[config.mk]
export PLATFORM = sky130hd
export DESIGN_NAME = parallel_counter
export DESIGN_NICKNAME = d
export VERILOG_FILES = /design/src/rtl/parallel_counter_pkg.sv /design/src/rtl/parallel_counter_cell.sv /design/src/rtl/parallel_counter.sv
export SDC_FILE = /design/constraint.sdc
export NUM_CORES = 1
export LEC_CHECK = 0
export CORE_AREA = 2 2 39 41
export CTS_BUF_LIST = sky130_fd_sc_hd__clkbuf_8
export CTS_CLUSTER_DIAMETER = 30
export DETAILED_ROUTE_END_ITERATION = 6
export DIE_AREA = 0 0 41 43
export DONT_BUFFER_PORTS = 1
export PLACE_DENSITY_LB_ADDON = 0.3
export SETUP_SLACK_MARGIN = 0.02
export SLEW_MARGIN = 30
export SYNTH_ARGS = -nofsm -noshare
export SYNTH_HDL_FRONTEND = slang
export SYNTH_SLANG_ARGS = --single-unit
export TNS_END_PERCENT = 50
[constraint.sdc]
create_clock -name clk -period 1.76 [get_ports clk]
set_input_delay 0.264 -clock clk [delete_from_list [all_inputs] [get_ports clk]]
set_output_delay 0.264 -clock clk [all_outputs]
set_load 0.005 [all_outputs]
[src/rtl/parallel_counter_pkg.sv]
// rtl/parallel_counter_pkg.sv - shared types and widths for the parallel counter block
//
// Contents:
//   CNT_W      width of every counter value
//   cnt_t      counter value type
//   cnt_dir_e  counting direction selected per cell

package parallel_counter_pkg;

    localparam int CNT_W = 4;

    typedef logic [CNT_W-1:0] cnt_t;

    typedef enum logic {
        CNT_UP,
        CNT_DOWN
    } cnt_dir_e;

endpackage : parallel_counter_pkg

[src/rtl/parallel_counter_cell.sv]
// rtl/parallel_counter_cell.sv - one free-running modulo counter, up or down
//
// Parameters:
//   MAX_COUNT  modulus; the count runs over 0..MAX_COUNT-1
//   DIR        CNT_UP counts 0,1,..,MAX_COUNT-1,0 ; CNT_DOWN counts MAX_COUNT-1,..,0,MAX_COUNT-1
// Ports:
//   clk    in   clock, all state on posedge
//   rst_n  in   synchronous active-low reset
//   count  out  registered count value
//   wrap   out  registered pulse, high in the cycle after the count wrapped

module parallel_counter_cell
    import parallel_counter_pkg::*;
#(
    parameter int       MAX_COUNT = 8,
    parameter cnt_dir_e DIR       = CNT_UP
) (
    input  logic             clk,
    input  logic             rst_n,
    output logic [CNT_W-1:0] count,
    output logic             wrap
);

    // MAX_COUNT-1 truncated to the counter width, so a modulus of 16 maps
    // to 15 and the 4-bit arithmetic wraps naturally.
    localparam cnt_t TOP_VAL   = cnt_t'(MAX_COUNT - 1);

    // The value an up-counter leaves on wrap is its top; a down-counter
    // leaves zero. The value it lands on is the opposite end, which is
    // also the reset value.
    localparam cnt_t RST_VAL   = (DIR == CNT_UP) ? cnt_t'(0) : TOP_VAL;
    localparam cnt_t WRAP_FROM = (DIR == CNT_UP) ? TOP_VAL : cnt_t'(0);

    logic at_end;
    cnt_t count_next;

    always_comb begin
        at_end     = (count == WRAP_FROM);
        count_next = count;
        if (at_end) begin
            count_next = RST_VAL;
        end else if (DIR == CNT_UP) begin
            count_next = count + cnt_t'(1);
        end else begin
            count_next = count - cnt_t'(1);
        end
    end

    always_ff @(posedge clk) begin
        if (!rst_n) begin
            count <= RST_VAL;
            wrap  <= 1'b0;
        end else begin
            count <= count_next;
            wrap  <= at_end;
        end
    end

endmodule : parallel_counter_cell

[src/rtl/parallel_counter.sv]
// rtl/parallel_counter.sv - two independent modulo counters, one up and one down, on a shared clock
//
// Build option: PARALLEL_COUNTER_WRAP_FLAGS_EN adds the wrap1/wrap2 pulse outputs.
// Parameters:
//   MAX_COUNT  modulus of both counters, legal 2..16
// Ports:
//   clk       in   clock, all state on posedge
//   rst_n     in   synchronous active-low reset
//   counter1  out  up-counter, resets to 0
//   counter2  out  down-counter, resets to MAX_COUNT-1
//   wrap1     out  (option) pulse in the cycle after counter1 wrapped to 0
//   wrap2     out  (option) pulse in the cycle after counter2 wrapped to MAX_COUNT-1

module parallel_counter
    import parallel_counter_pkg::*;
#(
    parameter int MAX_COUNT = 8
) (
    input  logic             clk,
    input  logic             rst_n,
    output logic [CNT_W-1:0] counter1,
    output logic [CNT_W-1:0] counter2
`ifdef PARALLEL_COUNTER_WRAP_FLAGS_EN
    ,
    output logic             wrap1,
    output logic             wrap2
`endif
);

    if (MAX_COUNT < 2 || MAX_COUNT > (1 << CNT_W)) begin : g_bad_max_count
        $error("parallel_counter: MAX_COUNT=%0d outside legal range 2..%0d",
               MAX_COUNT, (1 << CNT_W));
    end

    logic wrap_up;
    logic wrap_dn;

    parallel_counter_cell #(
        .MAX_COUNT (MAX_COUNT),
        .DIR       (CNT_UP)
    ) u_cnt_up (
        .clk   (clk),
        .rst_n (rst_n),
        .count (counter1),
        .wrap  (wrap_up)
    );

    parallel_counter_cell #(
        .MAX_COUNT (MAX_COUNT),
        .DIR       (CNT_DOWN)
    ) u_cnt_dn (
        .clk   (clk),
        .rst_n (rst_n),
        .count (counter2),
        .wrap  (wrap_dn)
    );

`ifdef PARALLEL_COUNTER_WRAP_FLAGS_EN
    assign wrap1 = wrap_up;
    assign wrap2 = wrap_dn;
`else
    // Without the option the pulses have no consumer; the registers
    // behind them are trimmed away.
    logic wrap_pair_unused;
    assign wrap_pair_unused = wrap_up ^ wrap_dn;
`endif

endmodule : parallel_counter

* Yosys cells after proc, flatten, opt, wreduce, memory -nomap -nowiden
Index checks and enable logic that the tools add are counted.
Storage, ports and cells: flip-flop bits (word level) 8, bits in latches 0, RAM bits 0, bits in read-only memories 0, input port bits 2, output and inout bits 8, logic and storage cells 9, memories 0
Operators by class: $add $sub $neg 2, multipliers 0, div/mod/pow operators 0, $lt $le $gt $ge 0, eq/ne operators 1, shifts and indexed selects 0, multiplexer cells 0, bitwise logic cells 1, reductions and logical operators 3
Operators by type and width (number):
- adder 4 x 1 -> 4 bit (second input constant) | 1
- == test 4 x 3 -> 1 bit (second input constant) | 1
- zero test 4 bit | 1
- OR reduction 2 bit | 2
- subtractor 4 x 1 -> 4 bit (second input constant) | 1
- NOT 1 bit | 1

* Logic depth before layout (Yosys ltp)
word-level depth 2, depth in mapped cells 4, mapped depth without buffers 4

* Modules after synthesis
A second synthesis with hierarchy kept.
Second synthesis, totals: cell total of the unflattened synthesis 35, area, all modules 372.9 um2
Modules (own cells, without submodules):
- parallel_counter_cell at u_cnt_up | times used 1, cells each 17, area an instance 187.7 um2, sequential area each 100.1 um2
- parallel_counter_cell at u_cnt_dn | times used 1, cells each 18, area an instance 185.2 um2, sequential area each 100.1 um2

* Least setup slack after synthesis
No wires, ideal clock.
kind reg2reg, start point reg u_cnt_dn.count[0], end point reg u_cnt_dn.count[3], library setup time 101 ps, data arrival time 1171 ps, required time 1659 ps, slack 488 ps, stages on the path, launching flop included 5, buffers on the path 0, period minus slack after synthesis 1272 ps, cells stage by stage dfxtp_1 inv_1 ha_1 or3b_1 o41ai_1
On the way: longest elaborated chain between the ends 2, elaborated cells on any way between the ends 3, those cells by class add/sub: 1; reduce/logical: 2
Ends and longest elaborated chain:
- start: declaration | RTL line parallel_counter_cell.sv:20 | output logic [CNT_W-1:0] count,
- start signal: assignment | RTL line parallel_counter_cell.sv:54 | count <= count_next;
- branches (longest 2 deep; another with subtractor 4 x 1 -> 4 bit)
Parallel ways; which one is timed is not known. A chain may end at the register's enable or synchronous reset.

* Worst setup path in the final report
Same ends and word-level chain as after synthesis.

==> flow_metrics.py <==
metrics = {
    "min_path": {
        "hold_depth": 1,
        "hp-class": "in2reg",
    },
    "yosys": {
        "syn-instance-count": 30,
        "syn_avg_cell_area_um2": 10.89,
        "ys_seq_area_share_pct": 49.04,
        "yosys_warnings": 0,
        "yosysUniqueCellTypes": 17,
        "ys_seq_elements": 8,
        "synth.cell_area_um2": 326.6,
        "syn_nets": 34,
    },
    "global_routing": {
        "grtUsageTotal_pct": 9.970,
        "grt_pass1_wl_mm": 1.097,
        "grtUsageMet3_pct": 9.948,
        "grt.overflow.total": 0,
        "grt_pass1_vias": 260,
        "top_usage_layer": "met2",
        "grt_max_degree": 11,
        "met2_usage_pct": 15.94,
        "grt_use_met1_pct": 7.468,
        "antenna_found_initial": 0,
    },
    "layout": {
        "stdcell_count": 48,
        "final_nets": 38,
        "nFillCells": 146,
        "antenna_cells": 0,
        "syn_to_final_growth_pct": 16.48,
        "layout_common_cells": "dfxtp_1, nand3_1, clkbuf_8",
        "layout-drive-gt1-share_pct": 21.88,
        "postLayoutCellArea_um2": 380.4,
        "final_common_cell": "dfxtp_1",
    },
    "sta": {
        "slew_viol_final": 0,
        "max_freq_ghz": 0.7003,
        "final-hold-violation-count": 0,
        "worst_pin_slew_ps": 298.1,
        "finalSetupTns_ps": 0,
        "period_share_pct": 81.13,
        "period_needed_ps": 1428,
        "rsz0062_at_grt": "no",
        "skew_ps": 0.1775,
        "setup_viol": 0,
        "slew_headroom_pct": 79.88,
    },
    "power_and_ir_drop": {
        "p_seq_share_pct": 46.8,
        "switching_share_pct": 20.34,
        "internal-power_uw": 357.8,
        "ir_worst_vdd_mv": 0.3729,
        "p_sw_uw": 91.33,
        "share_comb_of_total_power_pct": 6.0,
        "leakagePower_nw": 0.1765,
        "clkPwrFrac_pct": 47.2,
        "pwr_density_cell_nw_per_um2": 1181,
    },
    "worst_setup_path": {
        "cp_max_fo": 5,
        "cp.arrival_ps": 1550,
        "crit_path_max_incr_delay_ps": 400,
        "start_kind": "register",
        "path_cells": "inv_1 > ha_1 > or3b_1 > o41ai_1",
        "critPathKind": "reg2reg",
        "cp.required_ps": 1880,
        "ff2ff_path_depth": 4,
        "worstSetupEndpointType": "register",
        "cp_slowest_cell": "dfxtp_1",
    },
    "clock_tree": {
        "tritoncts": "built",
        "clock-root-buffer": "clkbuf_8",
        "postCtsHoldBufs": 0,
        "clk_latency_ps": 220,
        "cts_buffer_depth": 2,
        "postCtsSetupBuffers": 0,
        "numCtsBuffers": 3,
        "clock-sinks": 8,
        "h-tree-depth": 1,
        "ctsResizeCount": 0,
        "cts.reportedPaths.clkPinSlew_ps": 40,
    },
    "placed_design": {
        "portBuffers": 0,
        "gp_congestion": 0.5493,
        "dpl_cell_area_um2": 339.1,
        "dp_cells": 45,
    },
    "floorplan": {
        "fp-row-count": 14,
        "coreArea_um2": 1384,
        "chipHeight_um": 43,
        "die_w_um": 41,
        "initial_core_util_pct": 23.60,
        "ios": 10,
        "die_area_um2": 1763,
    },
    "routing": {
        "routed_via_density": 4.792,
        "drc": 0,
        "post_drt_wl_per_cell_um": 13.77,
        "drtIter0Drc": 1,
        "drt_pass1_iterations": 2,
        "vias": 230,
        "postRouteAntennaNets": 0,
        "drt_wl_total_um": 661,
    },
    "run_status": {
        "status": "finished, final reports clean",
    },
    "run": {
        "drv_cap": 0,
    },
}
-- final timing paths --
kind | start | to | slack [ps]
worst max-delay path | u_cnt_dn.count[0] | u_cnt_dn.count[3] | 330
worst min-delay path | rst_n | u_cnt_dn.count[2] | 100
worst max register to register | u_cnt_dn.count[0] | u_cnt_dn.count[3] | 330
worst min register to register | u_cnt_dn.count[0] | u_cnt_dn.count[0] | 460
-- flip-flops by register name (all words and copies together) (netlist names) --
signal          flops
u_cnt_dn.count      4
u_cnt_up.count      4
-- per-stage QoR --
stage | power (mW) | utilization [%] | setup WS, ps | hold slack (ps)
final | 0.4491 | 27.49 | 332.0 | 103.8
after global routing | 0.4752 | 27.49 | 209.1 | 109.3
after CTS | 0.4577 | 27.49 | 304.2 | 99.49
after detailed placement | 0.2415 | 24.50 | 315.9 | 331.3
after global placement | 0.2345 | 24.50 | 449.1 | 331.4
after floorplan | 0.2335 | - | 487.8 | 417.4
-- power groups by stage --
stage	registers, mW	logic [mW]	clock network (mW)
floorplan	0.209	0.0245	0
global placement	0.212	0.0230	0
detailed placement	0.214	0.0278	0
CTS	0.211	0.0277	0.219
global route	0.212	0.0320	0.231
finish	0.210	0.0270	0.212
-- Yosys cell counts --
library cell	instances	area, um2
and2_2	1	7.510
and3_2	1	7.510
and3b_2	1	10.01
buf_4	1	7.510
dfxtp_1	8	160.2
ha_1	2	25.02
inv_1	2	7.510
mux2i_1	1	10.01
nand2_1	2	7.510
nand3_1	3	15.01
nand3b_1	1	7.510
o311ai_0	1	8.760
o41ai_1	1	8.760
or3b_1	2	17.52
or3b_2	1	8.760
xnor2_1	1	8.760
xor2_1	1	8.760
-- cell families (layout without fill, tap and decap cells) --
kind of cell / after synthesis / after routing / synth area share, %
buffers and inverters: 3 / 5 / 4.599
adders and majority gates: 2 / 2 / 7.662
and+or+nand+nor: 12 / 12 / 24.91
AOI/OAI and AO/OA: 2 / 2 / 5.365
muxes: 1 / 1 / 3.065
DFF: 8 / 8 / 49.04
xor gates and xnor gates: 2 / 2 / 5.365
-- metal layers --
layer / routed length [um] / vias up
met5: 0 / -
met4: 0 / 0
met3: 83 / 0
met2: 349 / 13
met1: 228 / 108
li1: - / 109
-- critical path, delay by kind of cell (launching register included) --
kind / cells / cell delay [ps]
flops: 1 / 400
simple gates: 1 / 370
fa+ha+maj: 1 / 230
buf+inv: 1 / 80
compound gates: 1 / 240
-- final cells by class --
class / count / area, um2 / share of cell area, %
Clock buffer: 3 / 41.29 / 10.86
Inverter: 2 / 7.507 / 1.974
Sequential cell: 8 / 160.2 / 42.11
Multi-Input combinational cell: 19 / 151.4 / 39.80
Tap cell: 16 / 20.02 / 5.263
No activity file was read; power rests on OpenSTA's default activity.
